### config.mk
export PLATFORM = sky130hd
export DESIGN_NAME = touch_key_decoder
export DESIGN_NICKNAME = d
export VERILOG_FILES = /design/src/rtl/touch_key_pkg.sv /design/src/rtl/touch_key_region.sv /design/src/rtl/touch_key_decoder.sv
export SDC_FILE = /design/constraint.sdc
export NUM_CORES = 1
export LEC_CHECK = 0
export BUFFER_PORTS_ARGS = -buffer_cell sky130_fd_sc_hd__buf_2
export CAP_MARGIN = 20
export CORE_MARGIN = 2
export CORE_UTILIZATION = 54
export CTS_CLUSTER_DIAMETER = 100
export DETAILED_ROUTE_END_ITERATION = 6
export PLACE_DENSITY_LB_ADDON = 0.05
export SLEW_MARGIN = 15
export SYNTH_ARGS = -nofsm -noshare
export SYNTH_HDL_FRONTEND = slang
export SYNTH_SLANG_ARGS = --single-unit
### constraint.sdc
create_clock -name Clk -period 3.7 [get_ports Clk]
set_input_delay 0 -clock Clk [delete_from_list [all_inputs] [get_ports Clk]]
set_output_delay 0 -clock Clk [all_outputs]
set_load 0.05 [all_outputs]
### src/rtl/touch_key_pkg.sv
// Shared types and constants for the touch-key decoder: FSM states, key code
// anchors and the white-key edges that carry a black key.
package touch_key_pkg;

  typedef enum logic [1:0] {IDLE, CAND, HELD} tk_state_t;

  localparam logic [3:0] KEY_NONE        = 4'd0;
  localparam logic [3:0] KEY_WHITE_FIRST = 4'd1;
  localparam logic [3:0] KEY_BLACK_FIRST = 4'd9;

  localparam int NUM_WHITE = 8;
  localparam int NUM_BLACK = 5;

  // Edge index j of each black key, lowest code first (C#, D#, F#, G#, A#).
  localparam logic [NUM_BLACK-1:0][3:0] BLACK_EDGE_IDX = {4'd6, 4'd5, 4'd4, 4'd2, 4'd1};

  function automatic logic [3:0] sat_inc4(input logic [3:0] v);
    return (v == 4'hF) ? v : v + 4'd1;
  endfunction

endpackage

### src/rtl/touch_key_region.sv
// Combinational x/y -> key-code map using constant edge comparisons only.
// The black-key band is decoded only when TOUCH_KEY_BLACK_EN is defined.
module touch_key_region
  import touch_key_pkg::*;
#(
  parameter logic [11:0] X_ORG   = 12'd160,
  parameter logic [11:0] KEY_W   = 12'd480,
  parameter logic [11:0] Y_SPLIT = 12'd2048
) (
  input  logic [11:0] i_x,
  input  logic [11:0] i_y,
  output logic [3:0]  o_code
);

  // Widened so that edges past 4095 (large overrides) still compare correctly.
  logic [15:0]          w_x;
  logic [NUM_WHITE-1:0] w_white;

  assign w_x = {4'd0, i_x};

  generate
    for (genvar gi = 0; gi < NUM_WHITE; gi++) begin : g_white
      localparam logic [15:0] LO = 16'(X_ORG) + 16'(gi) * 16'(KEY_W);
      localparam logic [15:0] HI = LO + 16'(KEY_W);
      assign w_white[gi] = (w_x >= LO) && (w_x < HI);
    end
  endgenerate

`ifdef TOUCH_KEY_BLACK_EN
  logic [NUM_BLACK-1:0] w_black;
  logic                 w_black_band;

  assign w_black_band = (i_y >= Y_SPLIT);

  generate
    for (genvar gi = 0; gi < NUM_BLACK; gi++) begin : g_black
      localparam logic [15:0] EJ = 16'(X_ORG) + 16'(BLACK_EDGE_IDX[gi]) * 16'(KEY_W);
      localparam logic [15:0] QW = 16'(KEY_W >> 2);
      // |x - EJ| < QW without a signed subtract
      assign w_black[gi] = ((w_x + QW) > EJ) && (w_x < (EJ + QW));
    end
  endgenerate
`else
  logic w_unused_y;
  assign w_unused_y = ^{i_y, Y_SPLIT};
`endif

  always_comb begin
    o_code = KEY_NONE;
    for (int i = 0; i < NUM_WHITE; i++) begin
      if (w_white[i]) o_code = KEY_WHITE_FIRST + 4'(i);
    end
`ifdef TOUCH_KEY_BLACK_EN
    for (int i = 0; i < NUM_BLACK; i++) begin
      if (w_black_band && w_black[i]) o_code = KEY_BLACK_FIRST + 4'(i);
    end
`endif
  end

endmodule

### src/rtl/touch_key_decoder.sv
// Debounced touchscreen -> piano key code with pen-up hold timer and key_new pulse.
// Optional black-key band: define TOUCH_KEY_BLACK_EN.
module touch_key_decoder
  import touch_key_pkg::*;
#(
  parameter int          DEBOUNCE_N  = 4,
  parameter logic [23:0] RELEASE_CYC = 24'd5_000_000,
  parameter logic [11:0] X_ORG       = 12'd160,
  parameter logic [11:0] KEY_W       = 12'd480,
  parameter logic [11:0] Y_SPLIT     = 12'd2048
) (
  input  logic        Clk,
  input  logic        rst,
  input  logic        sample_valid,
  input  logic        pen_down,
  input  logic [11:0] xaxis,
  input  logic [11:0] yaxis,
  output logic [3:0]  pianokey,
  output logic        key_valid,
  output logic        key_new
);

  localparam logic [3:0] DEB = 4'(DEBOUNCE_N);

  tk_state_t   r_state, r_state_next;
  logic [3:0]  r_cand, r_cand_next;
  logic [3:0]  r_cnt, r_cnt_next;
  logic [23:0] r_rel_tmr, r_rel_tmr_next;
  logic [3:0]  r_key, r_key_next;
  logic        r_key_new, r_key_new_next;

  logic [3:0]  w_code;
  logic        w_qual;
  logic [3:0]  w_cnt_inc;
  logic        w_deb_done;
  logic [23:0] w_rel_inc;

  touch_key_region #(
    .X_ORG   (X_ORG),
    .KEY_W   (KEY_W),
    .Y_SPLIT (Y_SPLIT)
  ) u_region (
    .i_x    (xaxis),
    .i_y    (yaxis),
    .o_code (w_code)
  );

  assign w_qual = sample_valid & pen_down;
  // A sample that does not extend the running candidate starts a fresh count of 1.
  assign w_cnt_inc  = ((w_code == r_cand) && (r_cnt != 4'd0)) ? sat_inc4(r_cnt) : 4'd1;
  assign w_deb_done = (w_cnt_inc >= DEB);
  assign w_rel_inc  = (r_rel_tmr == 24'hFF_FFFF) ? r_rel_tmr : r_rel_tmr + 24'd1;

  always_comb begin
    r_state_next   = r_state;
    r_cand_next    = r_cand;
    r_cnt_next     = r_cnt;
    r_rel_tmr_next = r_rel_tmr;
    r_key_next     = r_key;
    r_key_new_next = 1'b0;

    case (r_state)
      IDLE: begin
        r_rel_tmr_next = 24'd0;
        if (w_qual && (w_code != KEY_NONE)) begin
          r_cand_next = w_code;
          if (w_deb_done) begin
            r_state_next   = HELD;
            r_key_next     = w_code;
            r_key_new_next = 1'b1;
            r_cnt_next     = 4'd0;
          end else begin
            r_state_next = CAND;
            r_cnt_next   = w_cnt_inc;
          end
        end
      end

      CAND: begin
        if (!pen_down || (sample_valid && (w_code == KEY_NONE))) begin
          r_state_next = IDLE;
          r_cnt_next   = 4'd0;
        end else if (sample_valid) begin
          r_cand_next = w_code;
          if (w_deb_done) begin
            r_state_next   = HELD;
            r_key_next     = w_code;
            r_key_new_next = 1'b1;
            r_cnt_next     = 4'd0;
          end else begin
            r_cnt_next = w_cnt_inc;
          end
        end
      end

      HELD: begin
        r_rel_tmr_next = pen_down ? 24'd0 : w_rel_inc;
        if (!pen_down && (w_rel_inc >= RELEASE_CYC)) begin
          r_state_next   = IDLE;
          r_key_next     = KEY_NONE;
          r_rel_tmr_next = 24'd0;
          r_cnt_next     = 4'd0;
        end else if (w_qual) begin
          if (w_code == r_key) begin
            r_cnt_next = 4'd0;
          end else begin
            r_cand_next = w_code;
            if (w_deb_done) begin
              r_cnt_next = 4'd0;
              if (w_code == KEY_NONE) begin
                r_state_next = IDLE;
                r_key_next   = KEY_NONE;
              end else begin
                r_key_next     = w_code;
                r_key_new_next = 1'b1;
              end
            end else begin
              r_cnt_next = w_cnt_inc;
            end
          end
        end
      end

      default: begin
        r_state_next = IDLE;
        r_cnt_next   = 4'd0;
        r_key_next   = KEY_NONE;
      end
    endcase
  end

  always_ff @(posedge Clk or posedge rst) begin
    if (rst) begin
      r_state   <= IDLE;
      r_cand    <= KEY_NONE;
      r_cnt     <= 4'd0;
      r_rel_tmr <= 24'd0;
      r_key     <= KEY_NONE;
      r_key_new <= 1'b0;
    end else begin
      r_state   <= r_state_next;
      r_cand    <= r_cand_next;
      r_cnt     <= r_cnt_next;
      r_rel_tmr <= r_rel_tmr_next;
      r_key     <= r_key_next;
      r_key_new <= r_key_new_next;
    end
  end

  assign pianokey  = r_key;
  assign key_valid = (r_key != KEY_NONE);
  assign key_new   = r_key_new;

endmodule

==> flow_summary.yaml <==
setup_path:
  path_buf_inv: 0
  critPathLaunchType: "flop"
  path_cells: "ha_1 -> and4_4 -> nand3_1 -> nor3_1 -> o211a_1 -> o22ai_1 -> o311ai_4 -> nand3_4 -> or3_1 -> o21ai_0"
  reg2reg_depth: 10
  r2r_start: "r_rel_tmr[0]"
  cp_max_fo: 28
  endpoint_kind: "flop"
  critPathSlowestCell: "or3_1"
  critical_path.top_delay_family: "simple AND/OR/NAND/NOR gates"
  cp_slowest_stage_delay_ns: 0.45
  r2r-end: "r_rel_tmr[7]"
  cp_data_required_time_ns: 3.92
  arrival_ns: 3.62
  worstSetupPathType: "reg2reg"
  ff2ff_setup_slack_ns: 0.30
detailed_routing:
  first_pass_iters: 5
  final_antenna_net_count: 0
  met1_length_um: 3175
  route.met2.wl_um: 2764
  top_layer: "met4"
  vias: 2512
  wl_per_cell_um: 14.91
  drt_iter0_markers: 129
  drcViolationCount: 0
  vias_per_cell: 6.010
  wl_um: 6231
  wl_met3_um: 235
timing:
  maxSlewHeadroom: 0.4058
  final.period_utilization: 0.9189
  fin_crit_ns: 3.400
  hold_slack_ns: 0.04995
  fin_setup_tns_ns: 0
  grt_setup_unrepaired: "no"
  tightest_slew_ns: 0.8913
  hold_viol: 0
  max_freq_ghz: 0.2941
  setup_viol: 0
  slew_violations: 0
  fin_worst_skew_ns: 0.008981
floorplan:
  ios: 34
  die_x_um: 77.79
  rows: 26
  die_area_um2: 6051
  start_util: 0.5685
  die_y_um: 77.79
  coreArea_um2: 5172
placed_design:
  dp_hpwl_um: 4423
  port_buffers: 16
  placed_area_um2: 3014
  globalplace.congestion: 0.7917
worst_hold_path:
  hold_path_end: "r_state[0]"
  whs_path_depth: 2
  hold_path_class: "in2reg"
  holdCritStartpoint: "pen_down"
yosys:
  synth-seq-cells: 39
  avgSynthCellArea_um2: 8.597
  ys.flop_type: "dfrtp_1"
  ys_warn_count: 0
  synth_cell_types: 68
  synthArstFlopShare: 1.000
  synthesis.nets: 373
  synth_area_um2: 2940
  synth_edf_count: 0
  ys_seq_area_frac: 0.3319
  synthCells: 342
power_and_ir_drop:
  p_sw_mw: 0.4060
  p_comb_frac: 0.247
  ir_drop_v: 0.0002397
  pwr_density_cell_nw_per_um2: 386.7
  p_clk_frac: 0.354
  swShare: 0.3321
  p_int_mw: 0.8163
  leakage_nw: 1.387
  p_seq_frac: 0.399
cells_and_area:
  antenna_cells: 0
  most-common-layout-cells: "dfrtp_1, nand2_1, nor2_1"
  synthToLayoutAreaGrowth_pct: 7.489
  design_area_um2: 3161
  layout-drive-gt1-share: 0.1379
  fill_cells: 452
  final_common_cell: "dfrtp_1"
  nets: 378
global_routing:
  grt_max_degree: 40
  track_usage: 0.2235
  gr-total-overflow: 0
  grt_pass1_wl_um: 11050
  grt_antenna_before_repair: 0
  grt_pass1_vias: 2325
clocking:
  cts_max_level: 2
  cts.sinks: 39
  path_clk_slew_ns: 0.09
  clock_latency_ns: 0.30
  post_cts_resized: 0
  cts_buffers: 5
  cts_tree: "built"
  clockRootBuffer: "clkbuf_8"
  clk_path_buf_depth: 2
flow_run:
  maxCapViolations: 0
run_status:
  status: "complete, no violations"
-- through the flow --
step	power [mW]	util	setup WS, ns	std cells
after floorplan	0.7303	-	0.9436	342
after global placement	0.7963	0.5827	0.4354	409
after detailed placement	0.8004	0.5827	0.3799	409
after CTS	1.235	0.6110	0.3020	418
after global routing	1.282	0.6110	0.06489	418
final	1.222	0.6110	0.3002	418
-- timing repair --
action	CTS	global route
buffers inserted	0	0
endpoints found under the setup margin	0	0
hold buffers	1	0
hold endpoints to repair	39	0
-- power by group through the flow --
stage | registers [mW] | clock network (mW) | logic [mW]
floorplan | 0.564 | 0 | 0.167
global placement | 0.496 | 0 | 0.300
detailed placement | 0.497 | 0 | 0.303
CTS | 0.489 | 0.442 | 0.304
global route | 0.494 | 0.457 | 0.331
finish | 0.488 | 0.433 | 0.301
-- cell families after synthesis --
family,synth area share
mux,0.02170
fa+ha+maj,0.01277
compound gates,0.2587
xor+xnor,0.04468
buf+inv,0.06255
flops,0.3319
simple gates,0.2677
-- cells in the mapped netlist (5+ instances only) --
library cell	count	area share
and2_1	5	0.011
inv_1	14	0.018
o21ai_0	15	0.026
or3_1	5	0.011
o22ai_1	6	0.013
nand2b_1	10	0.021
nor3_1	13	0.022
nand4_1	5	0.011
a211oi_1	5	0.013
a21oi_1	18	0.031
nor2_1	27	0.034
xnor2_1	10	0.030
dfrtp_1	39	0.33
xor2_1	5	0.015
nand2_1	31	0.040
o22a_1	6	0.018
clkbuf_1	9	0.011
nand3_1	15	0.026
and3_1	7	0.015
buf_2	9	0.015
a21o_1	7	0.018
-- registers in the layout, indices dropped and copies added (netlist names) --
register and flops:
r_state 2, r_cand 4, pianokey 4, r_cnt 4
r_rel_tmr 24, key_new 1
-- how the worst max path moves through the flow --
stage / cells past startpoint / slack [ns] / endpoint / from
final: 10 / 0.30 / r_rel_tmr[7] / r_rel_tmr[0]
after global routing: 10 / 0.06 / r_rel_tmr[7] / r_rel_tmr[0]
after CTS: 10 / 0.30 / r_rel_tmr[7] / r_rel_tmr[0]
after detailed placement: 10 / 0.38 / r_rel_tmr[7] / r_rel_tmr[0]
after global placement: 10 / 0.44 / r_rel_tmr[7] / r_rel_tmr[0]
after floorplan: 11 / 0.94 / r_rel_tmr[7] / r_rel_tmr[0]
-- area by class of cell --
class,instances,area (um^2),area share
timing repair buffer,22,127.6,0.04038
multi-input combinational,265,1780,0.5633
tap,70,87.58,0.02771
sequential,39,975.9,0.3088
clock buffer,5,68.82,0.02177
clock inverter,3,67.56,0.02138
inverter,14,52.55,0.01663
-- metal layers --
| metal | vias up | track usage |
|---|---|---|
| li1 | 1284 | - |
| met1 | 1187 | 0.3227 |
| met2 | 35 | 0.3474 |
| met3 | 6 | 0.04186 |
| met4 | 0 | 0.05000 |
| met5 | - | 0 |
No activity file was read; power rests on OpenSTA's default activity.
